File: src/rtl/dti_decouple.sv
// dti_decouple: registered DTI decoupling FIFO.
// A DTI consumer on din feeds a DEPTH-entry register array, and a DTI producer
// on dout drains it. Both handshake outputs come from registered pointers, so
// no combinational path runs from din_* to dout_* or from dout_ready to din_ready.
// With DEPTH >= 2 it sustains one transfer per cycle. There is no fall-through,
// so a word pushed at edge N appears on dout in the cycle after edge N.
module dti_decouple #(
    parameter int W_DATA = 16,
    parameter int DEPTH  = 2
) (
    input  logic              clk,
    input  logic              rst,
    input  logic [W_DATA-1:0] din_data,
    input  logic              din_valid,
    output logic              din_ready,
    output logic [W_DATA-1:0] dout_data,
    output logic              dout_valid,
    input  logic              dout_ready
);

    // Pointer index width. The extra MSB on each pointer is the wrap bit that
    // tells full apart from empty when the index bits match.
    localparam int AW = $clog2(DEPTH);

    logic [DEPTH-1:0][W_DATA-1:0] mem;
    logic [AW:0]                  wr_ptr;
    logic [AW:0]                  rd_ptr;
    logic                         full;
    logic                         empty;
    logic                         push;
    logic                         pop;

    assign empty = (wr_ptr == rd_ptr);
    assign full  = (wr_ptr[AW-1:0] == rd_ptr[AW-1:0]) && (wr_ptr[AW] != rd_ptr[AW]);

    // The handshake outputs depend only on registered pointers and on rst.
    // Gating with rst holds both sides idle while reset is low, so a push or pop
    // offered during a reset cycle is never taken.
    assign din_ready  = rst && !full;
    assign dout_valid = rst && !empty;
    assign dout_data  = mem[rd_ptr[AW-1:0]];

    assign push = din_valid && din_ready;
    assign pop  = dout_valid && dout_ready;

    // The pointers advance on each handshake. They are AW+1 bits wide, so they
    // wrap naturally modulo 2*DEPTH. Reset clears both pointers and drops any
    // buffered words.
    always_ff @(posedge clk) begin
        if (!rst) begin
            wr_ptr <= '0;
            rd_ptr <= '0;
        end else begin
            if (push) wr_ptr <= wr_ptr + (AW+1)'(1);
            if (pop)  rd_ptr <= rd_ptr + (AW+1)'(1);
        end
    end

    // Storage write. The array is not reset, because the empty pointers already
    // hide any stale contents.
    always_ff @(posedge clk) begin
        if (push) mem[wr_ptr[AW-1:0]] <= din_data;
    end

endmodule

File: config.mk
export PLATFORM = sky130hd
export DESIGN_NAME = dti_decouple
export DESIGN_NICKNAME = d
export VERILOG_FILES = /design/src/rtl/dti_decouple.sv
export SDC_FILE = /design/constraint.sdc
export NUM_CORES = 1
export LEC_CHECK = 0
export CAP_MARGIN = 30
export CORE_MARGIN = 2
export CORE_UTILIZATION = 40
export DETAILED_ROUTE_END_ITERATION = 8
export PLACE_DENSITY = 0.76
export SLEW_MARGIN = 20
export SYNTH_ARGS = -nofsm -noshare
export SYNTH_HDL_FRONTEND = slang
export SYNTH_SLANG_ARGS = --single-unit
File: constraint.sdc
create_clock -name clk -period 2.1 [get_ports clk]
set_clock_uncertainty 0.1 [all_clocks]
set_input_delay 0.42 -clock clk [delete_from_list [all_inputs] [get_ports clk]]
set_output_delay 0.42 -clock clk [all_outputs]
set_load 0.05 [all_outputs]
**Yosys cells after proc, flatten, opt, wreduce, memory -nomap -nowiden**

Index checks and enable logic that the tools add are counted.

- Mux-type cells: 5
- Add/subtract/negate cells: 2
- Reductions and logical operators: 8
- Equality and inequality tests: 3
- Order comparisons: 3

Operators with widths:

| operator | number |
|---|---|
| 16-bit two-way mux | 3 |
| 32-bit bitwise mux | 1 |
| 16-bit demux with 1-bit select | 1 |
| 1-bit logical AND | 6 |
| 2-bit by 1-bit adder with 2-bit output (second input constant) | 2 |
| 1-bit by 2-bit < comparator with 1-bit output (second input constant) | 2 |
| 2-bit equality test | 1 |
| 1-bit logical NOT | 2 |
| 1-bit equality test | 1 |
| 1-bit >= comparator (second input constant) | 1 |
| 1-bit inequality test | 1 |

- Logic and storage cells: 25
- Flip-flop bits (word level): 36
- Output and inout port bits: 18

**Logic depth before layout (Yosys ltp)**

- Depth after elaboration: 5
- Depth in mapped cells: 4
- Depth with buffers taken out: 3

**Worst setup path before layout**

Ideal clock, no wire load.

- Path type: register -> output
- From: reg rd_ptr[1]
- To: out dout_valid
- Path slack: -0.103 ns
- Arrival time: 1.683 ns
- Cell stages (with the launch flop): 3
- Required time: 1.580 ns
- Cell sequence: dfxtp_1 -> xnor2_2 -> a21boi_0

- Longest elaborated chain between the ends: 3

Ends and longest elaborated chain:

| what | RTL line | source |
|---|---|---|
| start: declaration | 27 | `logic [AW:0] rd_ptr;` |
| start signal: assignment | 55 | `if (pop) rd_ptr <= rd_ptr + (AW+1)'(1);` |
| 2-bit equality test | 33 | `assign empty = (wr_ptr == rd_ptr);` |
| 1-bit logical NOT | 40 | `assign dout_valid = rst && !empty;` |
| 1-bit logical AND | 40 |  |
| end: declaration | 17 | `output logic dout_valid,` |

Every way passes these cells.

**Worst setup path after layout**

- From: reg rd_ptr[0]
- To: out dout_data[8]

- Longest elaborated chain between the ends: 2

Ends and longest elaborated chain:

| what | RTL line | source |
|---|---|---|
| 16-bit two-way mux (not written as such) (2 in series) | 41 | `assign dout_data = mem[rd_ptr[AW-1:0]];` |
| end: declaration | 16 | `output logic [W_DATA-1:0] dout_data,` |

Every way passes these cells. The select of a mux whose other input is x is not followed.

==> impl_metrics.toml <==
[run_status]
status = "finished, final reports clean"

[floorplanning]
placementRows = 21
start_util = 0.421
dieArea_um2 = 4030
die_x_um = 63.5
die_y_um = 63.5
core_um2 = 3360
io_pins = 38

[synth]
synth_compound_area_frac = 0.0469
yosys-top-cells-area = "edfxtp_1, mux2_2, dfxtp_1, a21boi_0, buf_2"
synth_area_um2 = 1420
synthAdderAreaFrac = 0
synth.top_cell.area_share = 0.679
synth_cells = 81
synthMuxAreaShare = 0.141
synthSimpleGateAreaFrac = 0.0354
synth_top_family_by_area = "multiplexers"
yosysWarnings = 0
avgSynthCellArea_um2 = 17.5
yosysUniqueCellTypes = 20
synthXorXnorAreaFrac = 0.0239
synth_top_area_cell = "edfxtp_1"
yosys_register_bits = 36
seq_area_frac_synth = 0.736
synth_fp_nets = 101

[global_routing]
grt_busiest_layer = "met2"
first_global_vias = 852
grt_max_degree = 20
grtUsageMet1 = 0.153
gr-usage-met2 = 0.205
grt.total_usage = 0.126
grt_pass1_wl_mm = 3.77
antenna_found_initial = 0
grt_overflow = 0
met3_usage = 0.0429

[drt]
drc_errors = 0
drtAntennaViolNets = 0
routedWlPerCell_um = 13.4
routed_via_density = 4.74
vias = 815
wirelength_mm = 2.30
drt-initial-drc-count = 27
dr.pass1.iters = 4

[pwr]
ir_worst_vdd_mv = 0.509
p_leak_nw = 0.681
power.density_nw_per_um2 = 783
power_mw = 1.50

[timing]
fmax_ghz = 0.504
setup_viol = 0
hold_viol = 0
slew_viol_final = 0
fin_crit_ns = 1.98
setup_tns_ns = 0
min_period_over_period = 0.944
relSlewSlack = 0.824
tightest_slew_ns = 0.263
worst_slack_ns = 0.117
rsz0062_at_grt = "no"

[placed_design]
dp_worst_setup_slack_ns = 0.185
post-dp-hpwl_mm = 1.59
gp_congestion = 0.655
port_buffers = 37

[critical_path]
crit_type = "flip-flop to output port"
start_kind = "flip-flop"
critical_path_arrival_ns = 1.46
cp.required_ns = 1.58
r2r-start = "rd_ptr[0]$_SDFFE_PN0P_"
critPathCaptureType = "output port"
r2r_cells = 4
rrSetupSlack_ns = 0.53
crit_fanout = 19
r2r-end = "mem[4]$_DFFE_PP_"

[worst_hold_path]
hp-class = "flip-flop to flip-flop"
hold_start = "wr_ptr[1]$_SDFFE_PN0P_"
hold_end = "rd_ptr[1]$_SDFFE_PN0P_"
hold_path_depth = 2

[clocking]
htree_levels = 2
cts_tree = "built"
cts_root_buf = "clkbuf_4"
ctsResizeCount = 0
clk_pin_slew_worst_paths_ns = 0.10
clkLatencyLatePin_ns = 0.32
postCtsSetupBuffers = 0
cts_buffer_depth = 2
cts_buffers = 5
cts_hold_buf = 0
clock-sinks = 36

[layout]
area_delta_synth_final_pct = 35.4
diodes = 0
multiInputGateArea_um2 = 350
utilization = 0.570
fill_cells = 286
drive_gt1_frac = 0.365
nets = 146
regArea_um2 = 1040

[run]
maxCapViolations = 0
==> worst max path at each step <==
stage,from,end,slack [ns],cells after the start
floorplan,rd_ptr[1]$_SDFFE_PN0P_,dout_valid,0.27,2
global placement,rst,dout_valid,0.22,3
detailed placement,rst,dout_valid,0.18,3
CTS,rd_ptr[0]$_SDFFE_PN0P_,dout_data[2],0.08,3
global route,rd_ptr[0]$_SDFFE_PN0P_,dout_valid,0.05,4
finish,rd_ptr[0]$_SDFFE_PN0P_,dout_data[8],0.12,3
==> stage by stage <==
step,std cells,cell area [um2],hold slack [ns]
floorplan,81,1420,0.419
global placement,165,1870,0.476
detailed placement,165,1870,0.486
CTS,172,1920,0.516
global route,172,1920,0.562
finish,172,1920,0.507
==> critical path, cell delays in order (launching register included) <==
cell,delay (ns)
dfxtp_1,0.32
buf_4,0.26
mux2_2,0.38
buf_4,0.19
==> report_power, final <==
group / internal (mW) / switching, mW
Combinational: 0.144 / 0.200
Sequential: 0.815 / 0.0148
Clock: 0.122 / 0.204
==> cell usage in the layout (no fill, tap or decap), drive strengths merged <==
cell and count:
edfxtp 32, buf 23, clkdlybuf4s50 19, mux2 16, clkbuf 5, nand2 4, dfxtp 4, a21boi 4
nor2 3, o21ai 2, mux2i 2, xnor2 2, xor2 1, and4 1, inv 1, o2111a 1
a31oi 1, a311oi 1, nand4b 1, nand4 1, clkinvlp 1, clkinv 1
==> sequential cells by signal (all words and copies together), names as in the netlist <==
name / cells
rd_ptr: 2
wr_ptr: 2
mem: 32
==> cell type report <==
cell class,instances,area share
Sequential cell,36,0.543
Timing Repair Buffer,42,0.216
Multi-Input combinational cell,40,0.183
Tap cell,46,0.0300
Clock buffer,5,0.0196
Clock inverter,2,0.00653
Inverter,1,0.00196
==> cell families (layout without fill, tap and decap cells) <==
family                    count (synthesis)  in the layout
and+or+nand+nor                          10             10
muxes                                    18             18
AOI/OAI and AO/OA                         9              9
DFF                                      36             36
xor gates and xnor gates                  3              3
buffers and inverters                     5             50
==> synthesized netlist by cell type <==
library cell	n
mux2i_1	2
nand4b_1	1
nor2_1	3
a31oi_1	1
mux2_2	15
xor2_1	1
nand4_1	1
o2111a_1	1
a21boi_0	4
o21ai_0	2
xnor2_2	1
nand2_1	4
xnor2_1	1
mux2_1	1
inv_1	1
dfxtp_1	4
a311oi_1	1
edfxtp_1	32
buf_2	4
and4_1	1
==> routing by layer <==
metal  routed length, um  share of wire
met5                   0              0
met4                  10         0.0043
met3                 149          0.065
met2                1190           0.52
met1                 952           0.41
Note: power is estimated with default switching activity, not from simulation.
==> variant 1 (config.mk and constraints unchanged) <==
Set the parameter `W_DATA` to 32 (it was 16).
--- a/src/rtl/dti_decouple.sv
+++ b/src/rtl/dti_decouple.sv
@@ -5,7 +5,7 @@
 // With DEPTH >= 2 it sustains one transfer per cycle. There is no fall-through,
 // so a word pushed at edge N appears on dout in the cycle after edge N.
 module dti_decouple #(
-    parameter int W_DATA = 16,
+    parameter int W_DATA = 32,
     parameter int DEPTH  = 2
 ) (
     input  logic              clk,
Ports: changed (resized din_data and dout_data); port bits go from 38 to 70. No check against the original RTL was run, so the function may have changed too.
==> variant 1 against the unedited design <==
  * Power increased by 100%
  * Routed wire length grew 98%
  * Hold slack worse by 23 ps
  * Sequential share of layout area up 1.6 points
  * Register-to-register slack got worse by 100 ps
  * Final area is 87% higher
  * First-iteration DRC count grew to 4.7 times the old value
  * Largest cell class unchanged
  * Non-clock buffer count is 38 higher
  * Synthesized area increased by 81%
  * Sequential power increased by 90%
  * Worst setup slack got worse by 31 ps
  * Sequential cell count up 32
==> variant 1: results (changes against the unedited design) <==
stage,metric,value,unit,change
global_route,grt_pass1_vias,1408,,+65%
logic_synthesis,synth-edff-count,64,,+100%
clock_network,cts.reportedPaths.clkPinSlew,70,ps,-30 ps
setup_path,critPathMaxFanout,7,,-12
clock_network,root_buffer,clkbuf_8,,
timing,hold-worst-slack,484,ps,-23.1 ps
placement,gp_congestion,0.774,,+18%
placement,dpl.hpwl,3.02,mm,+90%
clock_network,numCtsBuffers,9,,+4
placement,place_inst,281,,+70%
logic_synthesis,synth.area.top_cells,"edfxtp_1 75%, mux2_2 14%, dfxtp_1 3.1%",,
global_route,track_usage,0.133,,+0.00690
logic_synthesis,seq_area_frac_synth,0.780,,+0.0441
routing,vias,1457,,+79%
cells_and_area,fillerInstances,509,,+78%
setup_path,worstReg2RegStart,rd_ptr[1]$_SDFFE_PN0P_,,
setup_path,arrival,1490,ps,+30 ps
timing,tightest_slew,333,ps,+69.6 ps
routing,vias_per_cell,4.87,,+2.8%
cells_and_area,largest_reg_flops,64,,+100%
placement,postPlaceCellArea,0.00340,mm²,+82%
pwr,p_leak,1.26,nW,+85%
clock_network,htreeDepth,3,,+1
cells_and_area,final_layout_size_suffix_gt1_frac,0.428,,+0.0628
outcome,status,completed,,
logic_synthesis,syn_inst,133,,+64%
cells_and_area,nets,254,,+74%
logic_synthesis,yosysUniqueCellTypes,22,,+10%
variant 1: area by class of cell:
class                   instances  area share
flip-flops and latches         68       0.559
repair buffers                 80       0.213
multi-input cells              58       0.157
clock buffers                   9      0.0345
well taps                      77      0.0269
clock inverters                 6     0.00907
inverters                       1     0.00105
variant 1: worst max-delay path by stage:
stage / slack [ps] / to
after global routing: 30 / din_ready
after CTS: 7 / dout_data[24]
after global placement: 90 / mem[48]$_DFFE_PP_
after detailed placement: 50 / mem[48]$_DFFE_PP_
after floorplan: -240 / din_ready
final: 90 / dout_valid
variant 1: logic make-up (layout without fill, tap and decap cells):
group           after synthesis  after routing  synth area share
compound gates                9              9            0.0244
xor+xnor                      3              3            0.0132
buf+inv                       7             96            0.0136
flops                        68             68             0.780
mux                          34             34             0.148
simple gates                 12             12            0.0210
variant 1: power breakdown:
group	total [mW]	internal [mW]	switching [mW]
Clock	0.869	0.408	0.461
Combinational	0.618	0.258	0.360
Sequential	1.58	1.55	0.0271
Total	3.06	2.22	0.848
variant 1: metal layers:
| metal | share of wire | vias up | global-route usage |
|---|---|---|---|
| met3 | 0.060 | 7 | 0.0415 |
| met4 | 0.014 | 0 | 0.0616 |
| li1 | - | 688 | - |
| met2 | 0.50 | 50 | 0.204 |
| met1 | 0.43 | 712 | 0.173 |
| met5 | 0 | - | 0 |
variant 1: worst max-delay path, stage by stage, from the launching register on:
cell	delay, ps
dfxtp_4	390
buf_4	160
xnor2_1	200
a21boi_0	120
buf_4	160
buf_12	140
variant 1: metrics by stage:
| step | utilization | setup slack [ps] |
|---|---|---|
| after floorplan | - | -239 |
| after global placement | 0.541 | 90.9 |
| after detailed placement | 0.541 | 50.5 |
| after CTS | 0.568 | 6.84 |
| after global routing | 0.571 | 28.2 |
| final | 0.571 | 85.7 |
variant 1: timing repair:
item                       4_1_cts  5_1_grt
resized for setup                2        1
gates cloned                     0        0
setup endpoints to repair       29       14
buffers inserted                 0        3
==> variant 2 (config.mk and constraints unchanged) <==
Without the edit above. Make the reset (`rst`) asynchronous in one clocked block.
--- a/src/rtl/dti_decouple.sv
+++ b/src/rtl/dti_decouple.sv
@@ -46,7 +46,7 @@
     // The pointers advance on each handshake. They are AW+1 bits wide, so they
     // wrap naturally modulo 2*DEPTH. Reset clears both pointers and drops any
     // buffered words.
-    always_ff @(posedge clk) begin
+    always_ff @(posedge clk or negedge rst) begin
         if (!rst) begin
             wr_ptr <= '0;
             rd_ptr <= '0;
Behaviour: differs if rst is asserted again (counterexample within 4 cycles, from zero or initial values and one cycle with rst low); with rst held inactive, the same outputs for 10 cycles.
==> variant 2 against the unedited design <==
  * Count of clock-buffer cells in the layout rose by 1
  * Sequential cell count unchanged
  * Worst setup slack worse by 78 ps
  * Register-to-register slack got worse by 80 ps
  * Hold slack got worse by 300 ps
  * Sequential share of layout area down 0.81 points
  * Final area increased by 3.5%
  * Synthesized area about the same
  * Routed wire length rose by 7.9%
Power is not compared: it rests on default switching activity, and its combinational part moved more than twofold at a synthesized area within 25%.
==> variant 2: results (changes against the unedited design) <==
stage,metric,value,unit,change
outcome,status,completed,,
global_route,use_met1,0.141,,-0.0122
global_route,grt_pass1_wl,4.04,mm,+6.9%
logic_synthesis,seq_area_frac_synth,0.750,,+0.0148
logic_synthesis,synthTopCellsByCount,"32 x edfxtp_1, 17 x mux2_2, 5 x nand2_1",,
cells_and_area,final_layout_size_suffix_gt1_frac,0.429,,+0.0635
routing,drt-initial-drc-count,19,,-30%
logic_synthesis,async_flop_share,0.111,,+0.111
logic_synthesis,synth_fa_ha_area_frac,0,,unchanged
placement,gp_congestion,0.669,,+2.1%
timing,tightest_slew,358,ps,+95.5 ps
setup_path,cpMaxStageDelayCell,clkdlybuf4s50_1,,
routing,totalWireLength,2.49,mm,+7.9%
routing,first_pass_iters,6,,+2
setup_path,arrival,1540,ps,+80 ps
cells_and_area,nets,152,,+4.1%
global_route,track_usage,0.140,,+0.0145
setup_path,slowest_delay,620,ps,+240 ps
routing,dr_wl_met3,191,µm,+28%
placement,postPlaceCellArea,0.00188,mm²,+0.74%
global_route,met2_usage,0.239,,+0.0342
global_route,use_met3,0.0768,,+0.0339
logic_synthesis,yosysUniqueCellTypes,17,,-15%
routing,wirelength_met1,1.00,mm,+5.4%
logic_synthesis,synth-xor-area-share,0.0186,,-0.00529
routing,wl_met2,1.26,mm,+5.7%
logic_synthesis,synth.area.top_cells,"edfxtp_1 68%, mux2_2 14%, dfrtp_1 7.1%",,
logic_synthesis,synth_mux_area_frac,0.135,,-0.00607
global_route,grt_max_degree,16,,-20%
global_route,grt_pass1_vias,887,,+4.1%
logic_synthesis,synth_compound_area_frac,0.0469,,about the same
placement,dpl.hpwl,1.82,mm,+14%
min_path,min_path_type,input port to asynchronous set/reset pin,,
routing,vias_per_cell,4.70,,-0.73%
variant 2: cell count changes after synthesis, sizes merged, moves of 2 or more:
| cell | unedited run | this run |
|---|---|---|
| a21boi | 4 | 2 |
| a21oi | 0 | 3 |
| dfrtp | 0 | 4 |
| dfxtp | 4 | 0 |
| mux2i | 2 | 0 |
| nand3 | 0 | 2 |
variant 2: final timing paths:
path	from	to	slack [ps]	cells past startpoint
max	rst	dout_valid	40	4
min	rst	wr_ptr[1]$_DFFE_PN0P_	210	1
max reg2reg	wr_ptr[1]$_DFFE_PN0P_	mem[2]$_DFFE_PP_	450	5
min reg2reg	wr_ptr[1]$_DFFE_PN0P_	wr_ptr[1]$_DFFE_PN0P_	550	2
max in group asynchronous	rst	wr_ptr[0]$_DFFE_PN0P_	1340	2
min in group clk	wr_ptr[1]$_DFFE_PN0P_	wr_ptr[1]$_DFFE_PN0P_	550	2
variant 2: cells by family (layout without fill, tap and decap cells):
family	count (synthesis)	count (layout)
compound gates	10	10
flops	36	36
mux	17	17
buf+inv	4	56
xor+xnor	3	3
simple gates	11	11
variant 2: what timing repair did:
item,in CTS,in global routing
buffers inserted,0,1
resized for setup,1,3
pin swaps,0,1
endpoints found under the hold margin,0,0
setup endpoints to repair,1,2
cloned,0,0
variant 2: metrics by stage:
stage	setup slack, ps	cells
after floorplan	-171	81
after global placement	40.3	170
after detailed placement	-6.46	170
after CTS	45.5	178
after global routing	14.8	179
final	39.1	179
variant 2: layout make-up:
class | instances | area [µm²]
flip-flops and latches | 36 | 1060
repair buffers | 47 | 429
inverters | 1 | 3.75
multi-input cells | 41 | 354
clock inverters | 2 | 35.0
well taps | 46 | 57.6
clock buffers | 6 | 41.3
fillers | 285 | 1380
variant 2: critical path, delay by kind of cell:
family	cells	cell delay, ps
compound gates	1	220
buf+inv	3	890
